## config.mk

```make
export PLATFORM = sky130hd
export DESIGN_NAME = hyperbola_rotation_iter
export DESIGN_NICKNAME = d
export VERILOG_FILES = /design/src/rtl/hyperbola_rotation_iter_pkg.sv /design/src/rtl/hyperbola_atanh_rom.sv /design/src/rtl/hyperbola_rotation_iter.sv
export SDC_FILE = /design/constraint.sdc
export NUM_CORES = 1
export LEC_CHECK = 0
export BUFFER_PORTS_ARGS = -buffer_cell sky130_fd_sc_hd__buf_2
export CAP_MARGIN = 20
export CORE_MARGIN = 2
export CORE_UTILIZATION = 30
export CTS_BUF_LIST = sky130_fd_sc_hd__clkbuf_4
export CTS_CLUSTER_DIAMETER = 50
export DETAILED_ROUTE_END_ITERATION = 8
export PLACE_DENSITY = 0.51
export REMOVE_ABC_BUFFERS = 1
export SLEW_MARGIN = 5
export SYNTH_ARGS = -nofsm -noshare
export SYNTH_HDL_FRONTEND = slang
export SYNTH_SLANG_ARGS = --single-unit
```

## constraint.sdc

```tcl
create_clock -name clock -period 7.8 [get_ports clock]
set_input_delay 1.56 -clock clock [delete_from_list [all_inputs] [get_ports clock]]
set_output_delay 1.56 -clock clock [all_outputs]
set_load 0.01 [all_outputs]
```

## src/rtl/hyperbola_rotation_iter_pkg.sv

```systemverilog
// hyperbola_rotation_iter_pkg: shared constants, FSM states and atanh table source for the hyperbolic CORDIC
package hyperbola_rotation_iter_pkg;
  localparam real ZMAX = 1.1;
  localparam real INV_KH = 1.2074970677630;
  localparam int REP1 = 4;
  localparam int REP2 = 13;
  typedef enum logic [1:0] {IDLE, RUN, DONE} state_t;
  function automatic real atanh_pow2(input int i);
    case (i)
      1: atanh_pow2 = 0.5493061443340549;
      2: atanh_pow2 = 0.2554128118829953;
      3: atanh_pow2 = 0.1256572141404530;
      4: atanh_pow2 = 0.0625815714770030;
      5: atanh_pow2 = 0.0312601784906670;
      6: atanh_pow2 = 0.0156262717520522;
      7: atanh_pow2 = 0.0078126589515404;
      8: atanh_pow2 = 0.0039062698683968;
      9: atanh_pow2 = 0.0019531274835326;
      10: atanh_pow2 = 0.0009765628104410;
      11: atanh_pow2 = 0.00048828128880511;
      12: atanh_pow2 = 0.00024414062985063;
      13: atanh_pow2 = 0.00012207031310633;
      14: atanh_pow2 = 0.000061035156325791;
      15: atanh_pow2 = 0.000030517578134474;
      16: atanh_pow2 = 0.000015258789063684;
      17: atanh_pow2 = 0.0000076293945313980;
      18: atanh_pow2 = 0.0000038146972656435;
      19: atanh_pow2 = 0.0000019073486328148;
      20: atanh_pow2 = 0.00000095367431640914;
      default: atanh_pow2 = 0.0;
    endcase
  endfunction
endpackage

```

## src/rtl/hyperbola_atanh_rom.sv

```systemverilog
// hyperbola_atanh_rom: combinational lookup of atanh(2^-i) in the Z fixed-point format
module hyperbola_atanh_rom
  import hyperbola_rotation_iter_pkg::*;
#(
  parameter int W = 21,
  parameter int FB = 18
) (
  input  logic [4:0]          idx,
  output logic signed [W-1:0] val
);
  logic signed [W-1:0] tbl [32];
  for (genvar k = 0; k < 32; k++) begin : g_tbl
    localparam logic signed [W-1:0] E = W'($rtoi(atanh_pow2(k) * 2.0 ** FB + 0.5));
    assign tbl[k] = E;
  end
  assign val = tbl[idx];
endmodule

```

## src/rtl/hyperbola_rotation_iter.sv

```systemverilog
// hyperbola_rotation_iter: iterative hyperbolic CORDIC, rotation mode, produces cosh(z) and sinh(z)
module hyperbola_rotation_iter
  import hyperbola_rotation_iter_pkg::*;
#(
  parameter int DSIZE = 17,
  parameter int NITER = 16,
  parameter int GUARD = 3
) (
  input  logic             clock,
  input  logic             rst_n,
  input  logic             in_valid,
  output logic             in_ready,
  input  logic [DSIZE-1:0] IZ,
  output logic             out_valid,
  input  logic             out_ready,
  output logic [DSIZE-1:0] OX,
  output logic [DSIZE-1:0] OY,
  output logic             out_ovf
);
  localparam int W = DSIZE + GUARD + 1;
  localparam int FX = DSIZE - 1 + GUARD;
  localparam int FZ = DSIZE - 2 + GUARD;
  localparam int STEPS = NITER + 2;
  localparam int CW = $clog2(STEPS + 1);
  localparam logic signed [W-1:0] X0 = W'($rtoi(INV_KH * 2.0 ** FX + 0.5));
  localparam logic signed [W-1:0] ZMAX_Z = W'($rtoi(ZMAX * 2.0 ** FZ + 0.5));
  localparam logic signed [DSIZE-1:0] ZMAX_IZ = DSIZE'($rtoi(ZMAX * 2.0 ** (DSIZE - 2)));
  localparam logic signed [W-1:0] OX_MAX = W'((1 << DSIZE) - 1);
  localparam logic signed [W-1:0] OY_MAX = W'((1 << (DSIZE - 1)) - 1);
  localparam logic signed [W-1:0] OY_MIN = ~OY_MAX;
  state_t state;
  logic [CW-1:0] cnt;
  logic [4:0] sh;
  logic signed [W-1:0] x, y, z, xn, yn, zn, ang, z0, ox_t, oy_t;
  logic signed [DSIZE-1:0] iz_s;
  logic ovf_in;
  logic [DSIZE-1:0] ox_sat, oy_sat;
  hyperbola_atanh_rom #(.W(W), .FB(FZ)) u_rom (.idx(sh), .val(ang));
  // X and Y carry one more fraction bit than Z so cosh keeps full output precision
  always_comb begin
    sh = 5'(cnt) + 5'd1 - 5'(cnt >= CW'(REP1)) - 5'(cnt > CW'(REP2));
    iz_s = signed'(IZ);
    ovf_in = (iz_s > ZMAX_IZ) || (iz_s < -ZMAX_IZ);
    z0 = iz_s > ZMAX_IZ ? ZMAX_Z : iz_s < -ZMAX_IZ ? -ZMAX_Z : W'(iz_s) <<< GUARD;
    xn = z[W-1] ? x - (y >>> sh) : x + (y >>> sh);
    yn = z[W-1] ? y - (x >>> sh) : y + (x >>> sh);
    zn = z[W-1] ? z + ang : z - ang;
    ox_t = xn >>> GUARD;
    oy_t = yn >>> (GUARD + 1);
    ox_sat = ox_t < 0 ? '0 : ox_t > OX_MAX ? '1 : DSIZE'(ox_t);
    oy_sat = oy_t > OY_MAX ? DSIZE'(OY_MAX) : oy_t < OY_MIN ? DSIZE'(OY_MIN) : DSIZE'(oy_t);
  end
  // control FSM with datapath registers; outputs are captured on the final micro-rotation
  always_ff @(posedge clock or negedge rst_n) begin
    if (!rst_n) begin
      state <= IDLE;
      in_ready <= 1'b1;
      out_valid <= 1'b0;
      OX <= '0;
      OY <= '0;
      out_ovf <= 1'b0;
      cnt <= '0;
      x <= '0;
      y <= '0;
      z <= '0;
    end else begin
      case (state)
        IDLE: if (in_valid) begin
          x <= X0;
          y <= '0;
          z <= z0;
          out_ovf <= ovf_in;
          cnt <= '0;
          in_ready <= 1'b0;
          state <= RUN;
        end
        RUN: begin
          x <= xn;
          y <= yn;
          z <= zn;
          cnt <= cnt + 1'b1;
          if (cnt == CW'(STEPS - 1)) begin
            OX <= ox_sat;
            OY <= oy_sat;
            out_valid <= 1'b1;
            state <= DONE;
          end
        end
        DONE: if (out_ready) begin
          out_valid <= 1'b0;
          in_ready <= 1'b1;
          state <= IDLE;
        end
        default: state <= IDLE;
      endcase
    end
  end
endmodule

```

==> impl_metrics.toml <==
[final_layout]
area_delta_synth_final_pct = 8.04
fin_nets = 1437
multi_input_area_mm2 = 0.00781
fillers = 3827
seqCellArea_mm2 = 0.00268
drive_gt1_share_pct = 14.4
final_cells = 1809

[sta]
rsz0062_at_grt = "no"
period_minus_slack_ns = 7.10
fmax_ghz = 0.141
fin_tns_setup_ns = 0
setup_viol = 0
skew_ns = 0.0179
drv_slew = 0
maxSlewHeadroom_pct = 30.9
hold_violations = 0
tightest_slew_ns = 1.03
period_share_pct = 91.0

[route]
drtIter0Drc = 730
drc = 0
post_drt_wl_per_cell_um = 17.9
wl_um = 32300
dr.pass1.iters = 7
detail-route-antenna-nets = 0
via_count = 9883
via_per_inst = 5.46

[global_route]
grt_pass1_wl_um = 52300
grt_overflow = 0
grt_pass1_vias = 9452
grt.total_usage_pct = 17.2
grt_max_degree = 67
antenna_found_initial = 1

[floorplanning]
start_util_pct = 30.6
die_area_mm2 = 0.0380
fp.dieH_um = 195
rows = 69
coreArea_mm2 = 0.0357
ios = 58
fp.dieW_um = 195

[setup_path]
cp_max_fo = 35
path_class = "register to register"
start_kind = "register"
crit_path_end_kind = "register"
critPathRequiredTime_ns = 8.28
cp.arrival_ns = 7.57

[clocking]
clk_pin_slew_ns = 0.17
clkLatencyLatePin_ns = 0.57
htreeDepth = 3
cts_tree = "built"
cts.sinks = 107
cts_made_buffers = 9
clockBufferDepth = 2
cts_root_buf = "clkbuf_4"

[synthesis]
synth_area_mm2 = 0.0109
synth_top_cells_by_count = "187 x nand2_1, 127 x o21ai_0, 112 x nor2_1"
synth_edf_count = 0
synth_area_per_cell_um2 = 8.25
yosys.area.top_type = "dfrtp_1"
synth_top_area_share_pct = 24.3
ys_types = 83
ys_seq_elements = 107
synth_most_common_cell = "nand2_1"
synthTopCellsByArea = "dfrtp_1 24%, ha_1 8.1%, mux4_2 8.0%, nand2_1 6.4%, o21ai_0 5.8%"
synthCells = 1326
async_flop_share_pct = 100
ys.flop_type = "dfrtp_1"
ys_warn_count = 0
yosysSeqAreaShare_pct = 24.5

[run]
cap_violations = 0

[min_path]
min_path_type = "register to register"

[place]
placed_cells = 1791
gp_congestion = 0.895
portBuffers = 57
dp_hpwl_um = 24400

[run_status]
status = "finished, final reports clean"
==> layout by cell type, fill, tap and decap left out, types with 45 or more instances in the layout <==
master | netlist | layout
nand3_1 | 57 | 57
dfrtp_1 | 106 | 106
buf_2 | 9 | 56
a21oi_1 | 99 | 99
xor2_1 | 48 | 48
xnor2_1 | 46 | 45
ha_1 | 71 | 70
o21ai_0 | 127 | 127
nand2_1 | 187 | 186
nor2_1 | 112 | 110
==> registers in the layout, indices dropped and copies added (netlist names) <==
register	flops
cnt	5
in_ready	1
x	21
OY	17
state	2
OX	17
out_ovf	1
y	21
out_valid	1
z	21
==> timing repair <==
action	CTS	global route
gates resized for setup	0	2
buffers inserted	0	0
setup endpoints to repair	0	24
hold buffers	0	0
==> through the flow <==
step	instance area, um2	hold WS, ns	utilization (%)	worst slack (ns)
finish	11800	0.496	33.1	0.703
detailed placement	11700	0.463	32.6	0.494
floorplan	10600	0.455	-	0.0406
global route	11800	0.526	33.1	0.0208
CTS	11800	0.505	33.0	0.447
global placement	11700	0.456	32.6	0.723
==> area by class of cell <==
| class | instances | area share [%] |
|---|---|---|
| inverters | 39 | 1.24 |
| clock buffers | 9 | 0.572 |
| clock inverters | 7 | 0.498 |
| diodes | 2 | 0.0424 |
| multi-input cells | 1102 | 66.1 |
| well taps | 461 | 4.88 |
| flip-flops and latches | 107 | 22.7 |
| repair buffers | 82 | 4.02 |
==> critical path, stage by stage, from the launching register on <==
cell and delay (ns):
dfrtp_1 0.66, o211ai_1 0.15, nor2_1 0.11, nor2_1 0.06, fa_2 0.35, inv_1 0.10, ha_4 0.49, mux4_2 0.60
nand2_1 0.09, nand2_1 0.17, mux4_2 0.54, inv_1 0.10, ha_1 0.20, o2111a_1 0.38, a31oi_1 0.15, xor2_1 0.17
ha_1 0.35, a21oi_1 0.16, o21ai_0 0.14, or2_2 0.32, o21ai_0 0.40, a21oi_1 0.16, o221ai_1 0.31, o21ai_0 0.21
xnor2_2 0.17, buf_4 0.22, o31ai_1 0.25
==> path summary, 6_finish.rpt <==
check,depth (start not counted),startpoint,slack [ns],to
worst min-delay path,2,OY[0],0.50,OY[0]
min in group asynchronous,1,rst_n,1.01,OX[4]
worst min register to register,2,OY[0],0.50,OY[0]
worst max-delay path,26,cnt[2],0.70,OX[15]
max in group asynchronous,2,rst_n,5.56,z[16]
worst max register to register,26,cnt[2],0.70,OX[15]
==> cell families after synthesis <==
group / count (synthesis) / synth area share (%)
AOI/OAI and AO/OA: 393 / 22.8
xor gates and xnor gates: 101 / 8.77
adders and majority gates: 75 / 8.85
buffers and inverters: 117 / 4.56
DFF: 107 / 24.5
muxes: 72 / 11.5
and+or+nand+nor: 461 / 19.0
==> per-layer routing <==
metal	up-vias	global-route usage, %	share of wire, %
li1	4847	-	-
met3	27	2.60	3.6
met4	0	4.50	1.6
met1	4795	22.6	46
met5	-	0	0
met2	214	29.4	49
Power is not shown: default switching activity piles up to over one toggle a cycle in this logic, so the estimate is an artifact.
